[src/rtl/uart_row_pkg.sv]
// uart_row_pkg: definitions shared by the row sender and the receiving
// controller at the other end of the link.
//   state_t               - sender frame state machine states
//   END_WORD              - frame terminator byte
//   SUCCESSFULLY_RECEIVED - ACK byte returned by the receiver
//   NOT_ALL_RECEIVED      - NAK byte returned by the receiver
//   row_byte()            - splits the 9-bit row number into its two header bytes
package uart_row_pkg;

    typedef enum logic [2:0] {
        IDLE     = 3'd0,
        LOAD     = 3'd1,
        SEND     = 3'd2,
        WAIT_TX  = 3'd3,
        WAIT_ACK = 3'd4
    } state_t;

    localparam logic [7:0] END_WORD              = 8'hDD;
    localparam logic [7:0] SUCCESSFULLY_RECEIVED = 8'hFF;
    localparam logic [7:0] NOT_ALL_RECEIVED      = 8'h11;

    // Header byte 0 carries row[8] in its LSB, header byte 1 carries row[7:0].
    function automatic logic [7:0] row_byte(input logic [8:0] r, input logic high_part);
        return high_part ? {7'b0, r[8]} : r[7:0];
    endfunction

endpackage

[src/rtl/uart_row_sender_neg.sv]
// neg: falling-edge detector.
//   clk   - clock, rising edge
//   rst_n - asynchronous active-low reset
//   sig   - monitored level
//   fall  - high for the cycle in which sig is low after being high the cycle before
module neg (
    input  logic clk,
    input  logic rst_n,
    input  logic sig,
    output logic fall
);

    logic sig_prev;

    always_ff @(posedge clk or negedge rst_n) begin
        if (!rst_n) begin
            sig_prev <= 1'b0;
        end else begin
            sig_prev <= sig;
        end
    end

    assign fall = sig_prev & ~sig;

endmodule

[src/rtl/uart_row_sender.sv]
// uart_row_sender: sends one row frame over a byte UART and waits for the
// receiver's ACK/NAK, resending the whole frame on NAK or response timeout.
// Frame: {7'b0,row[8]}, row[7:0], payload[0..PAYLOAD_BYTES-1], END_WORD.
//   clk, rst_n          - clock (rising edge), asynchronous active-low reset
//   start, row          - one-cycle row request, row number latched on acceptance
//   rd_addr, rd_data    - payload buffer port, data valid one cycle after address
//   tx_data, tx_start   - byte and one-cycle strobe to the UART transmitter
//   tx_busy             - transmitter busy
//   rx_data, rx_done    - byte and one-cycle strobe from the UART receiver
//   busy                - frame in progress
//   done, error         - one-cycle outcome pulses (ACK received / retries exhausted)
//   retries             - transmissions beyond the first for the current row
//
// Handshake with the transmitter: tx_start is a single-cycle strobe issued
// only while tx_busy is low; the byte counts as handed over once tx_busy has
// risen and then fallen again, and only then is the next byte prepared.
module uart_row_sender #(
    parameter int         PAYLOAD_BYTES         = 240,
    parameter logic [7:0] END_WORD              = uart_row_pkg::END_WORD,
    parameter logic [7:0] SUCCESSFULLY_RECEIVED = uart_row_pkg::SUCCESSFULLY_RECEIVED,
    parameter logic [7:0] NOT_ALL_RECEIVED      = uart_row_pkg::NOT_ALL_RECEIVED,
    parameter int         MAX_RETRY             = 3,
    parameter int         ACK_TIMEOUT           = 1_000_000
) (
    input  logic       clk,
    input  logic       rst_n,
    input  logic       start,
    input  logic [8:0] row,
    output logic [7:0] rd_addr,
    input  logic [7:0] rd_data,
    output logic [7:0] tx_data,
    output logic       tx_start,
    input  logic       tx_busy,
    input  logic [7:0] rx_data,
    input  logic       rx_done,
    output logic       busy,
    output logic       done,
    output logic       error,
    output logic [1:0] retries
);

    import uart_row_pkg::state_t;
    import uart_row_pkg::IDLE;
    import uart_row_pkg::LOAD;
    import uart_row_pkg::SEND;
    import uart_row_pkg::WAIT_TX;
    import uart_row_pkg::WAIT_ACK;
    import uart_row_pkg::row_byte;

    // Index of the END_WORD byte; the counter stops here and never wraps.
    localparam logic [7:0] LAST_IDX   = 8'(PAYLOAD_BYTES + 2);
    localparam int         TW         = (ACK_TIMEOUT > 1) ? $clog2(ACK_TIMEOUT) : 1;
    localparam logic [TW-1:0] TIMER_LAST = TW'(ACK_TIMEOUT - 1);

    state_t        state;
    state_t        state_next;
    logic [7:0]    idx;
    logic [8:0]    row_q;
    logic [7:0]    tx_hold;
    logic          seen_rise;
    logic [TW-1:0] timer;
    logic [1:0]    retry_cnt;
    logic          done_q;
    logic          error_q;

    logic          busy_fall;
    logic          is_payload;
    logic [7:0]    cur_byte;
    logic          rx_ack;
    logic          rx_nak;
    logic          timed_out;
    logic          can_retry;
    logic          byte_handed;

    neg u_busy_fall (
        .clk   (clk),
        .rst_n (rst_n),
        .sig   (tx_busy),
        .fall  (busy_fall)
    );

    always_comb begin
        is_payload  = (idx >= 8'd2) && (idx < LAST_IDX);
        rx_ack      = rx_done && (rx_data == SUCCESSFULLY_RECEIVED);
        rx_nak      = rx_done && (rx_data == NOT_ALL_RECEIVED);
        timed_out   = (timer == TIMER_LAST);
        can_retry   = (int'(retry_cnt) + 1) < MAX_RETRY;
        byte_handed = seen_rise && busy_fall;

        if (idx == 8'd0) begin
            cur_byte = row_byte(row_q, 1'b1);
        end else if (idx == 8'd1) begin
            cur_byte = row_byte(row_q, 1'b0);
        end else if (idx == LAST_IDX) begin
            cur_byte = END_WORD;
        end else begin
            cur_byte = rd_data;
        end
    end

    // Next-state logic.
    always_comb begin
        state_next = state;
        case (state)
            IDLE:     if (start) state_next = LOAD;
            LOAD:     state_next = SEND;
            SEND:     if (!tx_busy) state_next = WAIT_TX;
            WAIT_TX:  if (byte_handed) state_next = (idx == LAST_IDX) ? WAIT_ACK : LOAD;
            WAIT_ACK: begin
                // A valid response wins over a timeout expiring in the same cycle.
                if (rx_ack) begin
                    state_next = IDLE;
                end else if (rx_nak || timed_out) begin
                    state_next = can_retry ? LOAD : IDLE;
                end
            end
            default:  state_next = IDLE;
        endcase
    end

    // The address is held through SEND so rd_data stays valid if SEND stalls.
    always_comb begin
        rd_addr  = ((state == LOAD || state == SEND) && is_payload) ? (idx - 8'd2) : 8'd0;
        tx_start = (state == SEND) && !tx_busy;
        tx_data  = tx_start ? cur_byte : tx_hold;
        busy     = (state != IDLE);
        done     = done_q;
        error    = error_q;
        retries  = retry_cnt;
    end

    always_ff @(posedge clk or negedge rst_n) begin
        if (!rst_n) begin
            state     <= IDLE;
            idx       <= 8'd0;
            row_q     <= 9'd0;
            tx_hold   <= 8'd0;
            seen_rise <= 1'b0;
            timer     <= '0;
            retry_cnt <= 2'd0;
            done_q    <= 1'b0;
            error_q   <= 1'b0;
        end else begin
            state   <= state_next;
            done_q  <= 1'b0;
            error_q <= 1'b0;
            case (state)
                IDLE: begin
                    if (start) begin
                        row_q     <= row;
                        idx       <= 8'd0;
                        retry_cnt <= 2'd0;
                    end
                end
                SEND: begin
                    if (tx_start) begin
                        tx_hold   <= cur_byte;
                        seen_rise <= 1'b0;
                    end
                end
                WAIT_TX: begin
                    if (tx_busy) begin
                        seen_rise <= 1'b1;
                    end
                    if (byte_handed) begin
                        if (idx != LAST_IDX) begin
                            idx <= idx + 8'd1;
                        end else begin
                            timer <= '0;
                        end
                    end
                end
                WAIT_ACK: begin
                    timer <= timer + 1'b1;
                    if (rx_ack) begin
                        done_q <= 1'b1;
                    end else if (rx_nak || timed_out) begin
                        if (can_retry) begin
                            retry_cnt <= retry_cnt + 2'd1;
                            idx       <= 8'd0;
                        end else begin
                            error_q <= 1'b1;
                        end
                    end
                end
                default: ;
            endcase
        end
    end

endmodule

[config.mk]
export PLATFORM = sky130hd
export DESIGN_NAME = uart_row_sender
export DESIGN_NICKNAME = d
export VERILOG_FILES = /design/src/rtl/uart_row_pkg.sv /design/src/rtl/uart_row_sender_neg.sv /design/src/rtl/uart_row_sender.sv
export SDC_FILE = /design/constraint.sdc
export NUM_CORES = 1
export LEC_CHECK = 0
export ABC_CLOCK_PERIOD_IN_PS = 2800
export BUFFER_PORTS_ARGS = -buffer_cell sky130_fd_sc_hd__buf_2
export CAP_MARGIN = 0
export CELL_PAD_IN_SITES_DETAIL_PLACEMENT = 1
export CELL_PAD_IN_SITES_GLOBAL_PLACEMENT = 2
export CORE_MARGIN = 1
export CORE_UTILIZATION = 35
export CTS_CLUSTER_DIAMETER = 100
export DETAILED_ROUTE_END_ITERATION = 10
export PLACE_DENSITY = 0.85
export SLEW_MARGIN = 5
export SYNTH_ARGS = -nofsm -noshare
export SYNTH_HDL_FRONTEND = slang
export SYNTH_SLANG_ARGS = --single-unit
[constraint.sdc]
create_clock -name clk -period 2.8 [get_ports clk]
set_input_delay 0.14 -clock clk [delete_from_list [all_inputs] [get_ports clk]]
set_output_delay 0.14 -clock clk [all_outputs]
set_load 0.02 [all_outputs]
==> impl_results.md <==
- Status: finished, violations left
- Violated checks: DRC
- Die Wd: 97.96 um
- Routed Antenna Nets: 0
- Most common flop cell mapped by yosys: dfrtp_1
- Switching Fraction: about 44%
- Internal Pwr Total: 1.808 mW
- Mapped cell area: 3223 um^2
- First-pass GRT wire length: 14.70 mm
- Final wirelength: 8.399 mm
- Clock Power Share: roughly 17%
- Final routed DRC violation total: 4
- Crit-path max FO: 19
- GRT Total Usage: between 10% and 20%
- Layout cell share with drive strength beyond 1: between 20% and 30%
- Post CTS Setup Buffer Count: 0
- Yosys synthesis warning count: 0
- Post-synthesis sequential area ratio: about two fifths
- Async S/R FF share, synth: 100.0%
- Final period util: between 90% and 100%
- Nets: 436
- Hold Crit Depth: 2
- Cell count after synthesis: about 350
- Startpoint types: register
- Pwr Total: between 3 and 4 mW
- Starting Density: about 37%
- Synth top area share: about two fifths
- RSZ-0062 raised after global routing: no
- Drt initial violations: 109
- Pwr Density: 874.0 nW/um^2
- Register bit total from synthesis: 54
- Slew HR: approximately half
- CTS Buf Count: 5
- Syn nets: just under 400
- Area leader, netlist: dfrtp_1
- Post-synth EDFFs: 0
- Total core area: ~9000 um^2
- Most common cell in the netlist: dfrtp_1
- Crit. End Element: primary output
- Clk_lat worst skew: between 300 and 400 ps
- RePlAce Congestion: 0.7893
- Worst-case reg-to-reg path depth: 7
- Diode count: 0
- Final setup viols: 0
- Antenna violations before repair: 0
- Num ports: 52
- Peak Freq: between 300 and 400 MHz
- Hold/Removal Path Class: in -> reg
- Min Hold Slack: between 30 and 40 ps
- Worst-path clk slew: around 120 ps
- Setup Crit Path Kind: reg -> out
- Layout area overhead: 15.02%
- H-tree depth: 2
- Switch Pwr: approximately 1.4 mW
- Sink Count: 54
- Gr ovfl total: 0
- TritonRoute pass-1 iters: 7
- Worst vdd ir: ~0.00027 V
- Dpl hpwl: approximately 6.3 mm
- Post-route core utilization: 42.10%
- Worst slack at placement: 373.1 ps
- Leak Pwr: ~1.6 nW
- Sequential share of power: 34.8%
- Min cycle time layout: between 2000 and 3000 ps
- Number of distinct library cells after synthesis: 53
- Number of global-route vias before repair: just under 3,000
- Largest net degree at the start of global routing: 32
- Slew @ Worst Pin: between 700 and 800 ps
- Worst Path Required: 2660 ps
- Setup TNS: 0 ps
- Via density: approximately 5.6
- Synth top area cells: dfrtp_1 (42%), xnor2_1 (5.2%), nor2_1 (4.7%)
- Final worst setup slack: between 200 and 300 ps
- Critical Path AT: roughly 2400 ps
- Layout Skew: 17.00 ps
- Fill cell count: roughly 1,100
- Die height: ~98 um
- Comb pwr share: 47.8%
- Vias: between 2,000 and 3,000
- CTS tree: yes
- Final hold violation count: 0
- Max-cap check violation count: 0
- Root buf cell: clkbuf_8
- Pins Over Slew Limit: 0
- Mean post-synth cell area: 9.235 um^2
- Clock buffer depth: 2
- Wirelength per Cell: 16.63 um
- Port bufs: ~50
- Total die area: roughly 9600 um^2
- Row Count: 34
- Synth top cells by count: dfrtp_1 (54), nor2_1 (40), nand2_1 (32)
[logic make-up after synthesis]
group | share of synthesized area [%]
simple gates | 26.86
compound gates | 13.78
flops | 41.93
buf+inv | 4.270
xor+xnor | 5.163
mux | 4.115
fa+ha+maj | 3.882
[registers in the layout (all words and copies together), names as in the netlist]
| signal | cells |
|---|---|
| error | 1 |
| seen_rise | 1 |
| retries | 2 |
| row_q | 9 |
| state | 3 |
| tx_hold | 8 |
| done | 1 |
| u_busy_fall.sig_prev | 1 |
| timer | 20 |
| idx | 8 |
[worst max-delay path, cell delays in order (launching register included)]
cell	delay, ps
dfrtp_1	590
inv_1	140
nor2_1	150
nand2_1	390
or2_2	470
o21ai_0	170
buf_2	190
[power groups by stage]
stage | sequential, mW | combinational [mW] | clock [mW]
finish | 1.13 | 1.55 | 0.562
global route | 1.16 | 1.72 | 0.608
CTS | 1.13 | 1.56 | 0.580
detailed placement | 1.14 | 1.55 | 0
global placement | 1.13 | 1.52 | 0
floorplan | 1.05 | 1.23 | 0
[final cells by class]
class	instances	area, um^2	share of cell area, %
Clock inverter	3	47.55	1.282
Tap cell	108	135.1	3.645
Multi-Input combinational cell	265	1743	47.01
Inverter	11	41.29	1.114
Clock buffer	5	68.82	1.856
Sequential cell	54	1351	36.45
Timing Repair Buffer	59	320.3	8.640
[worst paths after layout]
kind                                             start                endpoint  slack, ps
worst max-delay path              state[1]$_DFFE_PN0P_              tx_data[1]        250
worst min-delay path                            row[4]    row_q[4]$_DFFE_PN0P_         40
worst max register to register      idx[0]$_DFFE_PN0P_   timer[18]$_DFFE_PN0P_        360
worst min register to register  tx_hold[6]$_DFFE_PN0N_  tx_hold[6]$_DFFE_PN0N_        490
max in group asynchronous                        rst_n    state[2]$_DFFE_PN0P_       1640
min in group asynchronous                        rst_n   timer[17]$_DFFE_PN0P_        330
[stage by stage]
stage | instance area (um^2) | std cells
after floorplan | 3223 | 349
after global placement | 3562 | 495
after detailed placement | 3562 | 495
after CTS | 3700 | 505
after global routing | 3707 | 505
final | 3707 | 505
[metal layers]
metal / vias to the layer above / part of all wire [%] / GRT usage, %
met4: 0 / 0.88 / 4.429
met2: 52 / 49 / 31.69
met5: - / 0 / 0
li1: 1369 / - / -
met3: 9 / 3.8 / 2.720
met1: 1414 / 46 / 25.64
[placed cells by master (no fill, tap or decap), types with 3 or more instances in the layout]
cell / instances
buf_4: 6
xnor2_1: 19
clkbuf_8: 5
o31a_1: 3
inv_1: 11
buf_2: 51
o21ai_0: 16
nor2_1: 40
o41ai_1: 10
nor4b_1: 3
a21oi_1: 8
a31oi_1: 4
or3_1: 4
mux2_2: 10
nand4_1: 11
nor3b_1: 3
and3_1: 7
dfrtp_1: 54
nand3_1: 12
nor3_1: 18
nand2_1: 32
nor4_1: 14
ha_1: 10
or2_2: 4
[timing repair]
action / CTS / global route
setup endpoints to repair: 1 / 8
hold buffers: 2 / 0
gates cloned: 0 / 0
hold endpoints to repair: 24 / 0
pin swaps: 0 / 0
resized for setup: 1 / 2
Note: power is estimated with default switching activity, not from simulation.
